$ cat src/rtl/game_pkg.sv
`default_nettype none
// +--------------------------------------------------------------------------+
// | Module   : game_pkg                                                      |
// | Purpose  : Shared display geometry, coordinate widths and slot record    |
// |            types for the VGA shooter object pools.                       |
// | Ports    : none (package)                                                |
// | Revision : 1.0  initial release                                          |
// +--------------------------------------------------------------------------+
package game_pkg;

   localparam int DISP_H   = 640;
   localparam int DISP_V   = 480;
   localparam int BULLET_W = 6;
   localparam int BULLET_H = 20;
   localparam int X_W      = 10;
   localparam int Y_W      = 9;
   localparam int VEL_W    = 4;

   typedef struct packed {
      logic [X_W-1:0] x;
      logic [Y_W-1:0] y;
   } pos_t;

   typedef struct packed {
      logic                    active;
      logic [X_W-1:0]          x;
      logic [Y_W-1:0]          y;
      logic signed [VEL_W-1:0] dx;
      logic signed [VEL_W-1:0] dy;
   } slot_t;

endpackage
`default_nettype wire

$ cat src/rtl/bullet_slot_alloc.sv
`default_nettype none
// +--------------------------------------------------------------------------+
// | Module   : bullet_slot_alloc                                             |
// | Purpose  : Combinational lowest-free-slot priority encoder.              |
// | Ports    : i_Active - per-slot active flags                              |
// |            o_Found  - at least one slot is free                          |
// |            o_Idx    - index of the lowest free slot (0 when none)        |
// | Revision : 1.0  initial release                                          |
// +--------------------------------------------------------------------------+
module bullet_slot_alloc
   import game_pkg::*;
#(
   parameter int N_SLOT = 16,
   parameter int IDX_W  = $clog2(N_SLOT)
) (
   input  logic [N_SLOT-1:0] i_Active,
   output logic              o_Found,
   output logic [IDX_W-1:0]  o_Idx
);

   // Scan from the top down so the last hit, the lowest index, wins.
   always_comb begin
      o_Found = 1'b0;
      o_Idx   = '0;
      for (int k = N_SLOT - 1; k >= 0; k--) begin
         if (!i_Active[k]) begin
            o_Found = 1'b1;
            o_Idx   = IDX_W'(k);
         end
      end
   end

endmodule
`default_nettype wire

$ cat src/rtl/bullet_pool_engine.sv
`default_nettype none
// +--------------------------------------------------------------------------+
// | Module   : bullet_pool_engine                                            |
// | Purpose  : N-slot bullet pool: fire into lowest free slot, per-tick      |
// |            signed movement, off-screen retire, collision kill, and a     |
// |            combinational read port for the renderer.                     |
// | Ports    : i_Clk/i_Rst (async, active-low), i_Tick frame strobe,         |
// |            i_Fire + spawn X/Y/Dx/Dy, i_KillMask, i_RdIdx;                |
// |            o_FireAck/o_FireDrop/o_FireSlot, o_Active, o_Count,           |
// |            o_RdX/o_RdY/o_RdActive                                        |
// | Revision : 1.0  initial release                                          |
// +--------------------------------------------------------------------------+
module bullet_pool_engine
   import game_pkg::*;
#(
   parameter int N_SLOT   = 16,
   parameter int X_W      = game_pkg::X_W,
   parameter int Y_W      = game_pkg::Y_W,
   parameter int VEL_W    = game_pkg::VEL_W,
   parameter int DISP_H   = game_pkg::DISP_H,
   parameter int DISP_V   = game_pkg::DISP_V,
   parameter int BULLET_W = game_pkg::BULLET_W,
   parameter int BULLET_H = game_pkg::BULLET_H,
   parameter int COOLDOWN = 11
) (
   input  logic                         i_Clk,
   input  logic                         i_Rst,
   input  logic                         i_Tick,
   input  logic                         i_Fire,
   input  logic [X_W-1:0]               i_FireX,
   input  logic [Y_W-1:0]               i_FireY,
   input  logic [VEL_W-1:0]             i_FireDx,
   input  logic [VEL_W-1:0]             i_FireDy,
   input  logic [N_SLOT-1:0]            i_KillMask,
   input  logic [$clog2(N_SLOT)-1:0]    i_RdIdx,
   output logic                         o_FireAck,
   output logic                         o_FireDrop,
   output logic [$clog2(N_SLOT)-1:0]    o_FireSlot,
   output logic [N_SLOT-1:0]            o_Active,
   output logic [X_W-1:0]               o_RdX,
   output logic [Y_W-1:0]               o_RdY,
   output logic                         o_RdActive,
   output logic [$clog2(N_SLOT+1)-1:0]  o_Count
);

   localparam int IDX_W = $clog2(N_SLOT);
   localparam int CNT_W = $clog2(N_SLOT + 1);
   localparam int CD_W  = (COOLDOWN > 0) ? $clog2(COOLDOWN + 1) : 1;

   // Highest legal top-left corner that keeps the whole sprite on screen.
   localparam logic signed [X_W:0] X_LIM = (X_W+1)'(DISP_H - BULLET_W);
   localparam logic signed [Y_W:0] Y_LIM = (Y_W+1)'(DISP_V - BULLET_H);

   logic [N_SLOT-1:0] act_q, act_d;
   logic [X_W-1:0]    x_q  [N_SLOT];
   logic [X_W-1:0]    x_d  [N_SLOT];
   logic [Y_W-1:0]    y_q  [N_SLOT];
   logic [Y_W-1:0]    y_d  [N_SLOT];
   logic [VEL_W-1:0]  dx_q [N_SLOT];
   logic [VEL_W-1:0]  dx_d [N_SLOT];
   logic [VEL_W-1:0]  dy_q [N_SLOT];
   logic [VEL_W-1:0]  dy_d [N_SLOT];
   logic [CD_W-1:0]   cool_q, cool_d;
   logic              ack_q, drop_q;
   logic [IDX_W-1:0]  slot_q, slot_d;
   logic [CNT_W-1:0]  cnt_q, cnt_d;

   logic              w_found;
   logic [IDX_W-1:0]  w_idx;
   logic              w_accept;

   // Positions are unsigned on screen; widen by one bit so a step past
   // either edge shows up as negative or above the limit.
   function automatic logic signed [X_W:0] add_x(input logic [X_W-1:0] p,
                                                 input logic [VEL_W-1:0] v);
      return $signed({1'b0, p}) + $signed({{(X_W+1-VEL_W){v[VEL_W-1]}}, v});
   endfunction

   function automatic logic signed [Y_W:0] add_y(input logic [Y_W-1:0] p,
                                                 input logic [VEL_W-1:0] v);
      return $signed({1'b0, p}) + $signed({{(Y_W+1-VEL_W){v[VEL_W-1]}}, v});
   endfunction

   bullet_slot_alloc #(
      .N_SLOT (N_SLOT),
      .IDX_W  (IDX_W)
   ) u_alloc (
      .i_Active (act_q),
      .o_Found  (w_found),
      .o_Idx    (w_idx)
   );

   assign w_accept = i_Fire && (cool_q == '0) && w_found;

   always_comb begin
      act_d  = act_q;
      x_d    = x_q;
      y_d    = y_q;
      dx_d   = dx_q;
      dy_d   = dy_q;
      slot_d = w_accept ? w_idx : slot_q;
      for (int k = 0; k < N_SLOT; k++) begin
         // The allocated slot is inactive in the current state, so the
         // load never competes with a kill or a move on the same slot.
         if (w_accept && (w_idx == IDX_W'(k))) begin
            act_d[k] = 1'b1;
            x_d[k]   = i_FireX;
            y_d[k]   = i_FireY;
            dx_d[k]  = i_FireDx;
            dy_d[k]  = i_FireDy;
         end else if (act_q[k] && i_KillMask[k]) begin
            act_d[k] = 1'b0;
         end else if (act_q[k] && i_Tick) begin
            if (add_x(x_q[k], dx_q[k]) < 0 || add_x(x_q[k], dx_q[k]) > X_LIM ||
                add_y(y_q[k], dy_q[k]) < 0 || add_y(y_q[k], dy_q[k]) > Y_LIM) begin
               act_d[k] = 1'b0;
            end else begin
               x_d[k] = X_W'(add_x(x_q[k], dx_q[k]));
               y_d[k] = Y_W'(add_y(y_q[k], dy_q[k]));
            end
         end
      end
   end

   always_comb begin
      cnt_d = '0;
      for (int k = 0; k < N_SLOT; k++) begin
         cnt_d = cnt_d + CNT_W'(act_d[k]);
      end
   end

   // A fresh load wins over the tick decrement in the same cycle.
   always_comb begin
      cool_d = cool_q;
      if (w_accept) begin
         cool_d = CD_W'(COOLDOWN);
      end else if (i_Tick && (cool_q != '0)) begin
         cool_d = cool_q - 1'b1;
      end
   end

   always_ff @(posedge i_Clk or negedge i_Rst) begin
      if (!i_Rst) begin
         act_q  <= '0;
         x_q    <= '{default: '0};
         y_q    <= '{default: '0};
         dx_q   <= '{default: '0};
         dy_q   <= '{default: '0};
         cool_q <= '0;
         ack_q  <= 1'b0;
         drop_q <= 1'b0;
         slot_q <= '0;
         cnt_q  <= '0;
      end else begin
         act_q  <= act_d;
         x_q    <= x_d;
         y_q    <= y_d;
         dx_q   <= dx_d;
         dy_q   <= dy_d;
         cool_q <= cool_d;
         ack_q  <= w_accept;
         drop_q <= i_Fire && !w_accept;
         slot_q <= slot_d;
         cnt_q  <= cnt_d;
      end
   end

   assign o_FireAck  = ack_q;
   assign o_FireDrop = drop_q;
   assign o_FireSlot = slot_q;
   assign o_Active   = act_q;
   assign o_Count    = cnt_q;

   always_comb begin
      o_RdX      = '0;
      o_RdY      = '0;
      o_RdActive = 1'b0;
      if (int'(i_RdIdx) < N_SLOT) begin
         o_RdX      = x_q[i_RdIdx];
         o_RdY      = y_q[i_RdIdx];
         o_RdActive = act_q[i_RdIdx];
      end
   end

endmodule
`default_nettype wire
$ cat config.mk
export PLATFORM = sky130hd
export DESIGN_NAME = bullet_pool_engine
export DESIGN_NICKNAME = d
export VERILOG_FILES = /design/src/rtl/game_pkg.sv /design/src/rtl/bullet_slot_alloc.sv /design/src/rtl/bullet_pool_engine.sv
export SDC_FILE = /design/constraint.sdc
export NUM_CORES = 2
export LEC_CHECK = 0
export CAP_MARGIN = 40
export CORE_MARGIN = 10
export CORE_UTILIZATION = 40
export DETAILED_ROUTE_END_ITERATION = 8
export GPL_ROUTABILITY_DRIVEN = 1
export PLACE_DENSITY = 0.62
export SYNTH_ARGS = -nofsm -noshare
export SYNTH_HDL_FRONTEND = slang
export SYNTH_SLANG_ARGS = --single-unit
$ cat constraint.sdc
create_clock -name i_Clk -period 6.65 [get_ports i_Clk]
set_input_delay 0.665 -clock i_Clk [delete_from_list [all_inputs] [get_ports i_Clk]]
set_output_delay 0.665 -clock i_Clk [all_outputs]
set_load 0.005 [all_outputs]
==> results.json <==
{
  "synth_nets": 4455,
  "critical_path_class": "reg -> reg",
  "p_per_area_nw_per_um2": 199.0,
  "nNetsFinal": 4515,
  "dr.pass1.iters": 7,
  "cts_max_path_buffers": 3,
  "antenna_left": 0,
  "drt_iter0_markers": 3257,
  "cts_resized": 0,
  "synth_largest_area_cell": "dfrtp_1",
  "synth.most_common_cell": "nand2_1",
  "drive_above_1_share_pct": 9.555,
  "finalHoldViolations": 0,
  "numPortBuffers": 97,
  "vias_per_cell": 6.057,
  "fin_util_pct": 45.12,
  "synth.yosys.seq_area_share_pct": 31.39,
  "finalWirelength_um": 129600,
  "cp_slowest_cell": "fa_1",
  "finalCritPeriodShare_pct": 93.78,
  "die-area_sq_um": 104800,
  "finalSetupViolations": 0,
  "cts_hold_buf": 0,
  "vias": 32360,
  "worstPathCellList": "ha_1 -> fa_1 -> a211oi_1 -> nor2_1 -> xor2_1 -> and4b_1 -> a311o_1 -> a211o_1 -> o21ai_0 -> a31o_2 -> fa_1 -> fa_1 -> fa_1 -> inv_1 -> fa_1 -> inv_1 -> ha_1 -> inv_1 -> fa_1 -> nor2b_1 -> o21a_1",
  "fmax_mhz": 160.3,
  "drv_slew": 0,
  "synth_edf_count": 0,
  "placementRows": 111,
  "synth_area_per_cell_sq_um": 9.111,
  "multi_input_area_sq_um": 24040,
  "place_congestion": 0.9550,
  "grt_overflow_total": 0,
  "tightest_slew_ns": 0.9750,
  "synth_ff_type": "dfrtp_1",
  "cts_tree": "done",
  "clock_latency_ns": 0.64,
  "ios": 98,
  "fin_crit_ns": 6.237,
  "drcViolationCount": 0,
  "rsz0062_at_grt": "no",
  "area_growth_pct": 12.05,
  "postCtsSetupRepairBufs": 0,
  "holdCritPathClass": "in -> async",
  "core_area_sq_um": 91660,
  "grt_use_total_pct": 24.22,
  "synthesis.area_sq_um": 36910,
  "htreeDepth": 2,
  "cts_buffers": 56,
  "peakVddDrop_v": 0.0002063,
  "drt-wirelength-per-cell_um": 24.26,
  "p_leak_nw": 19.61,
  "endpoint_kind": "register",
  "skew_ns": 0.03291,
  "maxCapViolations": 0,
  "ys_top_cells_by_count": "548 x nand2_1, 463 x dfrtp_1, 327 x nor2_1",
  "grt_pass1_vias": 30310,
  "dpl.hpwl_um": 92770,
  "cts-root-buf": "clkbuf_16",
  "clk_pin_slew_ns": 0.06,
  "ys_ff_latch": 463,
  "start_kind": "register",
  "cp_max_fo": 6,
  "finalPower_mw": 8.231,
  "crit_top_cell": "fa_1",
  "worst_ep_arrival_time_ns": 6.79,
  "async_reset_ff_share_pct": 100.0,
  "fillers": 8786,
  "netlist_instances": 4051,
  "grt_pass1_wl_um": 193200,
  "status": "finished, final reports clean",
  "ff_latch_area_sq_um": 11590,
  "netlist.area_leader.share_pct": 31.39,
  "die_x_um": 323.8,
  "fin_setup_tns_ns": 0,
  "slowest_delay_ns": 0.55,
  "synth_cell_type_count": 95,
  "synth_area_leaders": "dfrtp_1 31%, ha_1 11%, mux4_2 6.1%, nand2_1 5.6%, mux2i_1 3.9%",
  "whs_ns": 0.02647,
  "synth.yosys.warnings": 0,
  "cp.required_ns": 7.20,
  "die_height_um": 323.8,
  "initial_core_util_pct": 40.26,
  "relSlewSlack_pct": 34.40,
  "cts_sinks": 463,
  "grt_max_degree": 159,
  "antenna_found_initial": 8
}
[cell families after synthesis]
group | share of synthesized area [%]
buf+inv | 3.648
compound gates | 19.54
fa+ha+maj | 12.82
flops | 31.39
simple gates | 16.17
mux | 11.47
xor+xnor | 4.960
[state kept, by name (all words and copies together), names as in the netlist]
register,count
dx_q,64
o_Count,5
dy_q,64
cool_q,4
o_FireDrop,1
x_q,160
o_Active,16
o_FireSlot,4
o_FireAck,1
y_q,144
[cell usage in the layout, fill, tap and decap left out, types with 25 or more instances in the layout]
cell / count
xnor2_1: 117
nor2b_1: 39
o21bai_1: 39
dfrtp_1: 463
o21a_1: 46
a21o_1: 59
o21ai_1: 37
xor2_1: 92
o21ai_0: 269
inv_1: 139
a31oi_1: 45
ha_1: 311
a211o_1: 41
nor3b_1: 34
nand3_1: 36
clkbuf_16: 57
nor4_1: 25
nor2_1: 318
nor3_1: 71
a21oi_1: 283
mux2i_1: 145
mux4_2: 100
nand2b_1: 35
buf_4: 82
a211oi_1: 41
nand4_1: 27
a221o_1: 34
fa_1: 42
clkdlybuf4s50_1: 93
nand2_1: 548
mux2_2: 45
or3_1: 37
[layout make-up]
type	instances	area share (%)
diodes	1	0.006051
clock buffers	78	3.954
clock inverters	24	0.8623
inverters	139	1.262
multi-input cells	3264	58.12
flip-flops and latches	463	28.02
well taps	1186	3.588
repair buffers	187	4.187
[routing by layer]
metal,global-route usage [%],up-vias,part of all wire [%]
li1,-,15020,-
met1,33.72,15810,44
met2,36.49,1269,43
met3,5.059,251,9.2
met4,9.381,4,4.4
met5,0,-,0.015
[worst max-delay path: cells and delay by family (launching register included)]
family / cells / cell delay [ns]
buf+inv: 3 / 0.19
simple gates: 3 / 0.44
fa+ha+maj: 8 / 3.25
flops: 1 / 0.39
compound gates: 6 / 1.74
xor+xnor: 1 / 0.17
[metrics by stage]
stage,std cells,setup WS (ns),cell area [sq um]
floorplan,4051,1.035,36910
global placement,5232,0.5303,39250
detailed placement,5239,0.4915,39360
CTS,5341,0.4638,41350
global route,5341,0.06878,41350
finish,5342,0.4133,41360
[report_power, final]
group / internal [mW] / switching, mW / leakage (nW)
Combinational: 0.688 / 0.988 / 12.4
Sequential: 2.97 / 0.198 / 6.22
Clock: 2.05 / 1.34 / 0.980
[worst paths after layout]
| check | depth (start not counted) | end | startpoint | slack, ns |
|---|---|---|---|---|
| max in group asynchronous | 2 | x_q[34] | i_Rst | 5.22 |
| min reg2reg | 2 | dx_q[22] | dx_q[22] | 0.47 |
| min in group i_Clk | 2 | dx_q[22] | dx_q[22] | 0.47 |
| max | 21 | o_Count[4] | x_q[120] | 0.41 |
| min | 1 | dy_q[54] | i_Rst | 0.03 |
| max reg2reg | 21 | o_Count[4] | x_q[120] | 0.41 |
Power figures use the tool's default switching activity.
